$ cat src/rtl/blood_sample_scheduler.sv
// Round-robin arbiter sharing one blood-type classifier among NUM_REQ
// stations. Optional throughput counters are enabled by BLOOD_STATS_EN.
//
// Ports:
//   clk, rst_n       clock, async active-low reset
//   req, req_type    per-station request and 3-bit blood type
//   ack, result      one-hot done pulse and classification result
//   class_type       drives classifier bloodType
//   class_result     classifier blood_output
//   busy, grant_id   not-IDLE flag, station being served
//   total_cnt        completed classifications (saturating)
//   accept_cnt       completed classifications with result=1
module blood_sample_scheduler #(
  parameter int NUM_REQ = 4,
  parameter int CNT_W   = 8
) (
  input  logic                 clk,
  input  logic                 rst_n,
  input  logic [NUM_REQ-1:0]   req,
  input  logic [3*NUM_REQ-1:0] req_type,
  output logic [NUM_REQ-1:0]   ack,
  output logic                 result,
  output logic [2:0]           class_type,
  input  logic                 class_result,
  output logic                 busy,
  output logic [2:0]           grant_id,
  output logic [CNT_W-1:0]     total_cnt,
  output logic [CNT_W-1:0]     accept_cnt
);

  typedef enum logic [1:0] {
    IDLE,
    EVAL,
    DONE
  } state_t;

  state_t state, state_nxt;

  logic [2:0]  ptr;
  logic [2:0]  win;
  logic        win_vld;
  logic [3:0]  pos;
  logic [7:0]  req8;
  logic [23:0] type24;
  logic [2:0]  sel_type;
  logic [2:0]  ptr_nxt;
  logic [7:0]  ack8;

  // Padded copies let every select use a fixed 3-bit index.
  assign req8   = 8'(req);
  assign type24 = 24'(req_type);

  // Search upward from ptr with wrap; first hit wins.
  always_comb begin
    win     = '0;
    win_vld = 1'b0;
    pos     = '0;
    for (int i = 0; i < NUM_REQ; i++) begin
      pos = {1'b0, ptr} + 4'(i);
      if (pos >= 4'(NUM_REQ))
        pos = pos - 4'(NUM_REQ);
      if (!win_vld && req8[pos[2:0]]) begin
        win_vld = 1'b1;
        win     = pos[2:0];
      end
    end
  end

  always_comb begin
    sel_type = '0;
    for (int j = 0; j < NUM_REQ; j++) begin
      if (win == 3'(j))
        sel_type = type24[3*j +: 3];
    end
  end

  assign ptr_nxt = (grant_id == 3'(NUM_REQ-1))
                 ? 3'd0 : grant_id + 3'd1;
  assign ack8    = 8'd1 << grant_id;

  // State register
  always_ff @(posedge clk or negedge rst_n) begin
    if (!rst_n)
      state <= IDLE;
    else
      state <= state_nxt;
  end

  // Next-state logic
  always_comb begin
    state_nxt = state;
    unique case (state)
      IDLE:    if (win_vld) state_nxt = EVAL;
      EVAL:    state_nxt = DONE;
      DONE:    state_nxt = IDLE;
      default: state_nxt = IDLE;
    endcase
  end

  // Output logic
  always_comb begin
    busy = (state != IDLE);
  end

  // Datapath registers
  always_ff @(posedge clk or negedge rst_n) begin
    if (!rst_n) begin
      ack        <= '0;
      result     <= 1'b0;
      class_type <= 3'b000;
      grant_id   <= 3'd0;
      ptr        <= 3'd0;
    end else begin
      unique case (state)
        IDLE: begin
          if (win_vld) begin
            class_type <= sel_type;
            grant_id   <= win;
          end
        end
        EVAL: begin
          result <= class_result;
          ack    <= ack8[NUM_REQ-1:0];
          ptr    <= ptr_nxt;
        end
        DONE: begin
          ack <= '0;
        end
        default: begin
          ack <= '0;
        end
      endcase
    end
  end

`ifdef BLOOD_STATS_EN
  // Counters saturate instead of wrapping.
  always_ff @(posedge clk or negedge rst_n) begin
    if (!rst_n) begin
      total_cnt  <= '0;
      accept_cnt <= '0;
    end else if (state == EVAL) begin
      if (total_cnt != '1)
        total_cnt <= total_cnt + 1'b1;
      if (class_result && accept_cnt != '1)
        accept_cnt <= accept_cnt + 1'b1;
    end
  end
`else
  assign total_cnt  = '0;
  assign accept_cnt = '0;
`endif

endmodule

$ cat config.mk
export PLATFORM = sky130hd
export DESIGN_NAME = blood_sample_scheduler
export DESIGN_NICKNAME = d
export VERILOG_FILES = /design/src/rtl/blood_sample_scheduler.sv
export SDC_FILE = /design/constraint.sdc
export NUM_CORES = 1
export LEC_CHECK = 0
export BUFFER_PORTS_ARGS = -buffer_cell sky130_fd_sc_hd__buf_2
export CORE_ASPECT_RATIO = 0.9
export CORE_MARGIN = 1
export CORE_UTILIZATION = 40
export DETAILED_ROUTE_END_ITERATION = 6
export PLACE_DENSITY = 0.68
export SLEW_MARGIN = 20
export SYNTH_ARGS = -nofsm -noshare
export SYNTH_HDL_FRONTEND = slang
export SYNTH_SLANG_ARGS = --single-unit
$ cat constraint.sdc
create_clock -name clk -period 3.15 [get_ports clk]
set_input_delay 0.315 -clock clk [delete_from_list [all_inputs] [get_ports clk]]
set_output_delay 0.315 -clock clk [all_outputs]
set_load 0.02 [all_outputs]
==> parameters.txt <==
Parameter                              Value

Status
  Run status    completed

Route
  Routed length on met2    between 1 and 1.5 mm
  Top routing layer in use    met3
  ANT nets after route    0
  Iteration-0 DRC count of the detailed router    30
  Per-cell routed wire length    approximately 12 µm
  Vias per inst    4.86
  Detailed-routing iteration count for the pre-antenna-repair pass    4
  DR DRC count    0
  Overall routed net length    around 2.3 mm
  Met1 wire length    ~1000 µm
  Total via count after detailed routing    948
  Amount of wire on met3 after detailed routing    149 µm

Final layout
  Fraction of layout instances using a drive strength above 1    0.310
  Area of the multi-input gates    approximately 690 µm²
  Final #Nets    182
  N_diodes    0
  P&R area growth vs syn    11.4%
  Utilization of the core after routing    0.479
  Sequential cell area    400 µm²
  Number of fill cells in the layout    270

Yosys
  #FFs+latches synth    16
  Cell type with the highest aggregate area in the netlist    sky130_fd_sc_hd__dfrtp_1
  Async set-or-reset flop fraction in the synthesized netlist    1.00
  Most common library cells after synthesis    sky130_fd_sc_hd__buf_4 (16), sky130_fd_sc_hd__dfrtp_1 (16), sky130_fd_sc_hd__nor2_1 (9), sky130_fd_sc_hd__a21oi_1 (7), sky130_fd_sc_hd__mux2i_1 (7)
  Synth area leaders    sky130_fd_sc_hd__dfrtp_1 (33%), sky130_fd_sc_hd__buf_4 (9.9%), sky130_fd_sc_hd__ha_1 (6.2%), sky130_fd_sc_hd__mux2i_1 (5.8%), sky130_fd_sc_hd__a21oi_1 (2.9%)
  Most instantiated flip-flop cell in the synthesis netlist    sky130_fd_sc_hd__dfrtp_1
  Mapped cell area    1210 µm²
  Sequential share of the synthesized area    0.331
  Number of distinct library cells after synthesis    40
  Number of instances in the synthesized netlist    126
  Post-Syn Area per Cell    roughly 9.6 µm²
  Yosys warning total    0
  Count of flip-flops with a built-in enable after synthesis    0
  Share of the synthesized area in the top cell type    0.331

Clocking
  Clock insertion delay at the later pin of the skew report    approximately 0.28 ns
  Hold bufs inserted after CTS    1
  Num CTS Buffers    3
  Post-cts resize count    0
  Clk buf depth    2
  Number of sinks on the clock net    16
  Buffer type at the clock tree root    sky130_fd_sc_hd__clkbuf_4
  Post CTS Setup Buffer Count    0
  Clock-pin transition on the worst setup and hold timing paths    0.09 ns
  CTS tree    done
  Count of H-tree levels built during CTS    1

Floorplan
  Count of boundary I/O pins    47
  Die area    3250 µm²
  Die Width    about 60 µm
  Standard-cell row count    18
  Core Box Area    2820 µm²
  Initial Utilization    0.430
  Die height    54.2 µm

Timing
  Final clock skew    between 0.006 and 0.007 ns
  Unrepaired setup endpoints after global routing    no
  Setup-failing EPs final    0
  Total negative slack for setup checks    0 ns
  Slew Viols, Final    0
  Fin crit period    slightly below 3 ns
  Crit path setup slack, layout    0.242 ns
  Final Hold Vio Count    0
  Highest clock frequency the design can meet    roughly 340 MHz
  Share of the cycle needed by the critical path after routing    0.923

Power
  Total power divided by cell area    970 nW/µm²
  Overall power    about 1.3 mW
  Sequential group share of total power    0.294
  Largest voltage drop on the vdd net    between 500 and 600 µV
  Internal power contribution    681 µW
  Sw frac    0.479
  Leakage power summed over all cells    0.685 nW
  Proportion of power drawn by combinational gates    0.626
  P_sw    627 µW
  Relative contribution of the clock network to total power    0.081

Global route
  Number of antenna violations at the first check in global routing    0
  Total congestion overflow after global routing    0
  Vias in the first global route    841
  Pin count of the biggest net entering global routing    17
  GRT Resource Usage Total    0.152
  Wire length of the first global-routing pass    3.64 mm

Run
  # Max-Cap Violations    0

Min path
  Number of cells on the worst hold path    2
  Hold Path Origin    class_result
  Hold Path Sink    result
  Type of the most critical hold path    input pin to flop

Worst setup path
  Endpoint of the worst register-to-register path    class_type[0]
  Critical Path Start Type    flop
  Setup slack of the most critical reg-to-reg path    0.24 ns
  Path type of the worst setup path    flop to flop
  Critical Path End Type    flop
  Data arrival at the endpoint of the critical path    3.08 ns
  Depth of the worst register-to-register path    8
  Max Fanout on Critical Path    9
  Source of the worst register-to-register timing path    ptr[0]
  Crit path required time    ~3.3 ns

Placed design
  Placer Congestion    0.752
  HPWL Detailed    approximately 1.9 mm
  Worst slack at placement    approximately 0.26 ns
  Number of buffers inserted by port buffering    30
==> worst max-delay path: stages, from the launching register on <==
cell and delay (ns):
sky130_fd_sc_hd__dfrtp_1 0.52, sky130_fd_sc_hd__inv_1 0.17, sky130_fd_sc_hd__ha_1 0.50, sky130_fd_sc_hd__mux2i_1 0.34
sky130_fd_sc_hd__o21ai_1 0.16, sky130_fd_sc_hd__a2111oi_4 0.49, sky130_fd_sc_hd__nor2_2 0.14, sky130_fd_sc_hd__mux2i_1 0.15
sky130_fd_sc_hd__a221oi_1 0.31
==> power groups by stage <==
stage,Clock [mW],Sequential (mW),Combinational (mW)
4_1_cts,0.107,0.385,0.822
6_report,0.105,0.384,0.819
3_3_place_gp,0,0.382,0.792
5_1_grt,0.117,0.401,0.896
3_5_place_dp,0,0.388,0.820
2_1_floorplan,0,0.411,0.636
==> placed cells by master, fill, tap and decap left out, types with 4 or more instances in the layout <==
cell                        n
sky130_fd_sc_hd__o21ai_1    4
sky130_fd_sc_hd__conb_1    16
sky130_fd_sc_hd__nor2_1     9
sky130_fd_sc_hd__a21oi_1    7
sky130_fd_sc_hd__o21ai_0    4
sky130_fd_sc_hd__inv_1      6
sky130_fd_sc_hd__nand2_1    6
sky130_fd_sc_hd__nand2b_1   5
sky130_fd_sc_hd__ha_1       6
sky130_fd_sc_hd__mux2i_1    7
sky130_fd_sc_hd__buf_2     30
sky130_fd_sc_hd__dfrtp_1   16
==> layer usage <==
layer | up-vias | GRT usage
li1 | 469 | -
met1 | 435 | 0.185
met2 | 44 | 0.278
met3 | 0 | 0.0264
met4 | 0 | 0.0388
met5 | - | 0
==> worst max path at each step <==
| stage | startpoint | to |
|---|---|---|
| 2_1_floorplan | ptr[0] | class_type[0] |
| 3_3_place_gp | ptr[0] | class_type[0] |
| 3_5_place_dp | ptr[0] | class_type[0] |
| 4_1_cts | ptr[0] | class_type[0] |
| 5_1_grt | ptr[0] | class_type[0] |
| 6_report | ptr[0] | class_type[0] |
==> layout make-up <==
type	count	area share
Sequential cell	16	0.297
Tap cell	40	0.0371
Multi-Input combinational cell	98	0.508
Timing Repair Buffer	32	0.124
Inverter	6	0.0167
Clock buffer	3	0.0167
==> logic make-up after synthesis <==
| logic type | Yosys count | share of synthesized area |
|---|---|---|
| AND/OR/NAND/NOR | 36 | 0.169 |
| other | 1 | 0.00310 |
| buffers and inverters | 27 | 0.150 |
| multiplexers | 10 | 0.0950 |
| AO/OA/AOI/OAI | 30 | 0.190 |
| flip-flops | 16 | 0.331 |
| adder cells (fa/ha/maj) | 6 | 0.0620 |
==> per-stage QoR <==
step                area [µm²]  hold WS [ns]  cells
finish                    1350         0.273    195
global route              1350         0.280    195
CTS                       1350         0.274    195
detailed placement        1320         0.248    191
global placement          1320         0.242    191
floorplan                 1270        0.0194    141
==> registers in the layout, summed over array words and instances (netlist names) <==
name	cells
ack	4
class_type	3
grant_id	3
result	1
state	2
ptr	3
Note: power is estimated with default switching activity, not from simulation.
